File: config.mk
export PLATFORM = sky130hd
export DESIGN_NAME = i2s_transmit
export DESIGN_NICKNAME = d
export VERILOG_FILES = /design/src/rtl/i2s_transmit.sv
export SDC_FILE = /design/constraint.sdc
export NUM_CORES = 1
export LEC_CHECK = 0
export ABC_AREA = 1
export CELL_PAD_IN_SITES_DETAIL_PLACEMENT = 0
export CELL_PAD_IN_SITES_GLOBAL_PLACEMENT = 1
export CORE_MARGIN = 3
export CORE_UTILIZATION = 44
export DETAILED_ROUTE_END_ITERATION = 16
export PLACE_DENSITY = 0.87
export SYNTH_ARGS = -nofsm -noshare
export SYNTH_HDL_FRONTEND = slang
export SYNTH_SLANG_ARGS = --single-unit
export TNS_END_PERCENT = 30
File: constraint.sdc
create_clock -name clk -period 1.7 [get_ports clk]
set_clock_uncertainty 0.2 [all_clocks]
set_input_delay 0.255 -clock clk [delete_from_list [all_inputs] [get_ports clk]]
set_output_delay 0.255 -clock clk [all_outputs]
set_load 0.005 [all_outputs]
File: src/rtl/i2s_transmit.sv
// I2S master transmitter: divides clk into sck/ws and shifts stereo
// PCM frames MSB-first onto sd, fed through a one-deep holding register.
module i2s_transmit #(
  parameter int WIDTH   = 32,
  parameter int CLK_DIV = 4
) (
  input  logic             clk,
  input  logic             rst_n,
  input  logic [WIDTH-1:0] data_left,
  input  logic [WIDTH-1:0] data_right,
  input  logic             sample_valid,
  output logic             sample_ready,
  output logic             sck,
  output logic             ws,
  output logic             sd,
  output logic             frame_start,
  output logic             underrun
);

  localparam int FW = 2 * WIDTH;
  localparam int BW = $clog2(FW);
  localparam int DW = (CLK_DIV > 1) ? $clog2(CLK_DIV) : 1;

  localparam logic [DW-1:0] DIV_TC = DW'(CLK_DIV - 1);
  localparam logic [BW-1:0] B_LLSB = BW'(WIDTH - 1);
  localparam logic [BW-1:0] B_RLSB = BW'(FW - 1);

  logic [DW-1:0] div_q, div_d;
  logic [BW-1:0] b_q, b_d;
  logic [FW-1:0] shift_q, shift_d;
  logic [FW-1:0] hold_q, hold_d;
  logic          full_q, full_d;
  logic          sck_q, sck_d;
  logic          ws_q, ws_d;
  logic          sd_q, sd_d;
  logic          fs_q, fs_d;
  logic          ur_q, ur_d;

  logic          tc;
  logic          fall;
  logic          hs;
  logic [FW-1:0] load;

  // Divider, bit sequencing, frame load and holding-register handshake
  always_comb begin
    div_d   = div_q;
    b_d     = b_q;
    shift_d = shift_q;
    hold_d  = hold_q;
    full_d  = full_q;
    sck_d   = sck_q;
    ws_d    = ws_q;
    sd_d    = sd_q;
    fs_d    = 1'b0;
    ur_d    = 1'b0;

    tc   = (div_q == DIV_TC);
    fall = tc & sck_q;
    hs   = sample_valid & ~full_q;
    load = full_q ? hold_q : '0;

    if (tc) begin
      div_d = '0;
      sck_d = ~sck_q;
    end else begin
      div_d = div_q + 1'b1;
    end

    if (fall) begin
      if (b_q == '0) begin
        sd_d    = load[FW-1];
        shift_d = {load[FW-2:0], 1'b0};
        full_d  = 1'b0;
        fs_d    = 1'b1;
        ur_d    = ~full_q;
      end else begin
        sd_d    = shift_q[FW-1];
        shift_d = {shift_q[FW-2:0], 1'b0};
      end

      if (b_q == B_LLSB) begin
        ws_d = 1'b1;
      end else if (b_q == B_RLSB) begin
        ws_d = 1'b0;
      end

      b_d = (b_q == B_RLSB) ? '0 : b_q + 1'b1;
    end

    // Pre-handshake content was used by the load above, so a sample
    // arriving on the load cycle waits for the next frame.
    if (hs) begin
      full_d = 1'b1;
      hold_d = {data_left, data_right};
    end
  end

  // State registers
  always_ff @(posedge clk or negedge rst_n) begin
    if (!rst_n) begin
      div_q   <= '0;
      b_q     <= '0;
      shift_q <= '0;
      hold_q  <= '0;
      full_q  <= 1'b0;
      sck_q   <= 1'b0;
      ws_q    <= 1'b0;
      sd_q    <= 1'b0;
      fs_q    <= 1'b0;
      ur_q    <= 1'b0;
    end else begin
      div_q   <= div_d;
      b_q     <= b_d;
      shift_q <= shift_d;
      hold_q  <= hold_d;
      full_q  <= full_d;
      sck_q   <= sck_d;
      ws_q    <= ws_d;
      sd_q    <= sd_d;
      fs_q    <= fs_d;
      ur_q    <= ur_d;
    end
  end

  assign sample_ready = ~full_q;
  assign sck          = sck_q;
  assign ws           = ws_q;
  assign sd           = sd_q;
  assign frame_start  = fs_q;
  assign underrun     = ur_q;

endmodule

## After elaboration in Yosys (flattened, before gate mapping)

Cells that the tools add are included.

- Latch bits: 0
- Word-level logic and storage cells: 39
- Output and inout port bits: 6
- Memories kept: 0
- Memory bits (writable): 0
- Bits in read-only memories: 0
- Bits in registers: 142
- Bits of input ports: 67

- Reduce and logical (&&, ||, !) cells: 6
- Shift operators: 0
- Divide/modulo/power cells: 0
- $add $sub $neg: 2
- Multipliers: 0
- Equal/unequal tests: 3
- Multiplexer cells: 14
- Bitwise logic cells: 4
- Order comparisons: 0

Operators with widths:

| cell | number |
|---|---|
| $mux 64 | 2 |
| $mux 1 | 10 |
| $add 6x1->6 const B | 1 |
| $eq 6x5->1 const B | 1 |
| $eq 6x6->1 const B | 1 |
| $logic_not 6->1 | 1 |
| $mux 6 | 1 |
| $reduce_bool 2->1 | 3 |
| $reduce_and 2->1 | 2 |
| $add 2x1->2 const B | 1 |
| $and 1x1->1 | 2 |
| $eq 2x2->1 const B | 1 |
| $mux 2 | 1 |
| $not 1->1 | 2 |

## Depth between registers and ports, before layout

Gate-level depths: netlist (run 1).

- Depth in word-level cells: 4
- Mapped depth: 7
- Mapped depth without buffers: 6

## Least setup slack after synthesis (run 1)

OpenSTA, ideal clock, no wires.

- Path kind: register to register
- Start: register div_q[0]
- End: register shift_q[23]
- Cell stages (with the launch flop): 7
- Buffers on the path: 2
- Path slack: 0.175 ns
- Period minus slack after synthesis: 1.525 ns
- Required time: 1.434 ns
- Arrival: 1.260 ns
- Library setup time: 0.066 ns
- Cell sequence: dfrtp_1 ha_1 nand2_1 buf_4 clkbuf_1 nand2_1 nand2_1

- Longest elaborated chain between the ends: 2

RTL lines:

| item | line | text |
|---|---|---|
| from (decl) | 28 | `logic [DW-1:0] div_q, div_d;` |
| from (signal assigned) | 112 | `div_q <= div_d;` |
| $eq 2x2->1 | 57 | `tc = (div_q == DIV_TC);` |
| $and 1x1->1 | 58 | `fall = tc & sck_q;` |
| to (signal assigned) | 114 | `shift_q <= shift_d;` |
| to (decl) | 30 | `logic [FW-1:0] shift_q, shift_d;` |

Every way passes these cells.
A chain may end at the register's enable or synchronous reset.

## Final worst setup path (run 1)

- Start: register b_q[4]
- End: register shift_q[29]

- Longest elaborated chain between the ends: 2

RTL lines:

| item | line | text |
|---|---|---|
| from (decl) | 29 | `logic [BW-1:0] b_q, b_d;` |
| from (signal assigned) | 102 | `b_q <= '0;` |
| from (signal assigned) | 113 | `b_q <= b_d;` |
| $logic_not 6->1 | 70 | `if (b_q == '0) begin` |
| $mux 64 | 70 |  |

Every way passes these cells.

==> results of run 1 <==
## cell usage in the layout, fill, tap and decap left out, types with 15 or more instances in the layout
| cell type | synthesis | layout |
|---|---|---|
| nand2_1 | 267 | 265 |
| clkbuf_16 | 0 | 17 |
| mux2_4 | 49 | 49 |
| inv_1 | 69 | 69 |
| buf_4 | 10 | 21 |
| clkdlybuf4s50_1 | 0 | 65 |
| nand4_1 | 65 | 65 |
| dfrtp_1 | 141 | 140 |
| mux2_2 | 15 | 15 |
| nand3_1 | 67 | 67 |
## worst max-delay path, delay by kind of cell, from the launching register on
| kind | cells | cell delay (ps) |
|---|---|---|
| and+or+nand+nor | 4 | 510 |
| DFF | 1 | 460 |
| buffers and inverters | 1 | 330 |
## what timing repair did
action                     in CTS  in global routing
setup endpoints to repair       7                 27
hold endpoints to repair      141                  0
resized for setup               8                  4
setup buffers                   2                  0
hold buffers                    1                  0
## final timing paths
path,start,endpoint,slack [ps],depth (start not counted)
setup / recovery,b_q[4],shift_q[29],80,5
hold reg to reg,div_q[0],div_q[0],230,1
max in group asynchronous,rst_n,hold_q[56],600,3
hold / removal,rst_n,shift_q[61],150,2
setup reg to reg,b_q[4],shift_q[29],80,5
min in group clk,div_q[0],div_q[0],230,1
## state kept, by name, indices dropped and copies added (netlist names), 2 cells and up
| name | flops |
|---|---|
| hold_q | 64 |
| shift_q | 63 |
| b_q | 6 |
| div_q | 2 |
## per-layer routing
metal  track usage, %  vias to the layer above  share of wire (%)
met5                0                        -                  0
met4             4.61                        0                1.2
met3             4.86                        9                3.7
met2             29.0                      107                 48
met1             24.1                     2531                 47
li1                 -                     2584                  -
## report_power, final
group / internal (W) / switching (W) / total, W
clock: 0.00231 / 0.00136 / 0.00367
combinational: 0.000948 / 0.000463 / 0.00141
sequential: 0.00392 / 0.000349 / 0.00427
## through the flow
| stage | instances | hold WS, ps | setup slack [ps] |
|---|---|---|---|
| after floorplan | 756 | -241 | 175 |
| after global placement | 1014 | 7.66 | -21.5 |
| after detailed placement | 1014 | 20.8 | -54.9 |
| after CTS | 1049 | 153 | 42.5 |
| after global routing | 1049 | 166 | -4.00 |
| final | 1049 | 149 | 75.8 |
## final cells by class
type / instances / area (um^2) / share of cell area (%)
clock buffers: 22 / 484 / 5.64
clock inverters: 10 / 113 / 1.31
inverters: 71 / 267 / 3.10
multi-input cells: 489 / 2850 / 33.1
flip-flops and latches: 141 / 3530 / 41.1
well taps: 211 / 264 / 3.07
repair buffers: 105 / 1090 / 12.7
## synth_stat cells (all sizes together)
cell type and count:
ha 3, mux2 64, nand3 68, xnor2 2
nor2 12, nor3 1, a21oi 2, clkbuf 7
nand4 65, o21ai 5, nand2 267, inv 71
buf 48, dfrtp 141
## kinds of logic after synthesis
kind of cell / after synthesis / synth area share, %
buf+inv: 126 / 8.60
compound gates: 7 / 0.506
flops: 141 / 50.9
xor+xnor: 2 / 0.253
mux: 64 / 13.1
fa+ha+maj: 3 / 0.542
simple gates: 413 / 26.1
==> results.ini, run 1 <==
[yosys]
ys_ff_latch = 141
ys_top_cells_by_area = dfrtp_1 (51%), nand2_1 (14%), mux2_4 (11%)
yosysUniqueCellTypes = 21
yosysTopAreaCellShare_pct = 50.9
synthesis.nets = 826
seq_area_frac_synth_pct = 50.9
syn_area_per_cell_um2 = 9.16
yosysTopAreaCell = dfrtp_1
ys_warn_count = 0
synthesis.area_um2 = 6930
postSynthCellCount = 756

[sta]
setup-violations-final = 0
fmax_ghz = 0.616
maxSlewHeadroom_pct = 69.7
tns_ps = 0
finalCritPeriodShare_pct = 95.5
hold_viol_final = 0
fin_crit_ps = 1620
worstMarginPinSlew_ps = 454
slew_viol_final = 0

[layout]
fillCellCount = 1356
stdcell_area_um2 = 8590
nNetsFinal = 895
drive_above_1_share_pct = 16.5
fin_util_pct = 56.1
antenna_cells = 0
synthToLayoutAreaGrowth_pct = 24.1

[cts]
clkSlewWorstSetupHoldPaths_ps = 60
cts_buffers = 17
clock_latency_ps = 410
cts_num_sinks = 141
cts_tree = done
root_buffer = clkbuf_16
h-tree-depth = 4
clockBufferDepth = 2

[drt]
vias = 5231
drt_iter0_markers = 379
drt_first_pass_iters = 5
ant_nets = 0
totalWireLength_um = 14800
wl_per_cell_um = 14.1
drcViolationCount = 0
viasPerCell = 4.99

[job]
maxCapViolCount = 0

[setup_path]
worst_ep_required_time_ps = 1800
cp-end-kind = flop
crit_fanout = 27
cp.arrival_ps = 1720
slowest_stage = dfrtp_1
critical_path_class = flop to flop
cp_cell_sequence = nor2_4 > buf_4 > nand4_1 > nand3_1 > nand2_1
cp-start-kind = flop
max_stage_delay_ps = 460

[die]
io_pins = 73
start_util_pct = 45.2
num_rows = 45
die_h_um = 131
core-area_um2 = 15300
die_w_um = 131
die-area_um2 = 17300

[status]
status = finished clean

[power_and_ir_drop]
p_per_area_nw_per_um2 = 1090
ir_drop_v = 0.000643
p_leak_nw = 4.52
power_w = 0.00936

[grt]
overflow = 0
grt_max_degree = 66
grt_pass1_vias = 5239
grtUsageTotal_pct = 18.0
grt_pass1_wl_um = 25600
antenna_found_initial = 0

[place]
dp.final_hpwl_um = 9660
gp_congestion = 0.759
numPortBuffers = 72
placed_area_um2 = 7950

[worst_hold_path]
hp-class = primary input to async pin

(Power assumes the default switching activity.)
==> run 2, diff against run 1 <==
--- a/config.mk
+++ b/config.mk
@@ -12,6 +12,7 @@
 export CORE_UTILIZATION = 44
 export DETAILED_ROUTE_END_ITERATION = 16
 export PLACE_DENSITY = 0.87
+export SLEW_MARGIN = 10
 export SYNTH_ARGS = -nofsm -noshare
 export SYNTH_HDL_FRONTEND = slang
 export SYNTH_SLANG_ARGS = --single-unit
==> results of run 2 <==
No change in the layout: final DEF, timing and power equal those of run 1.
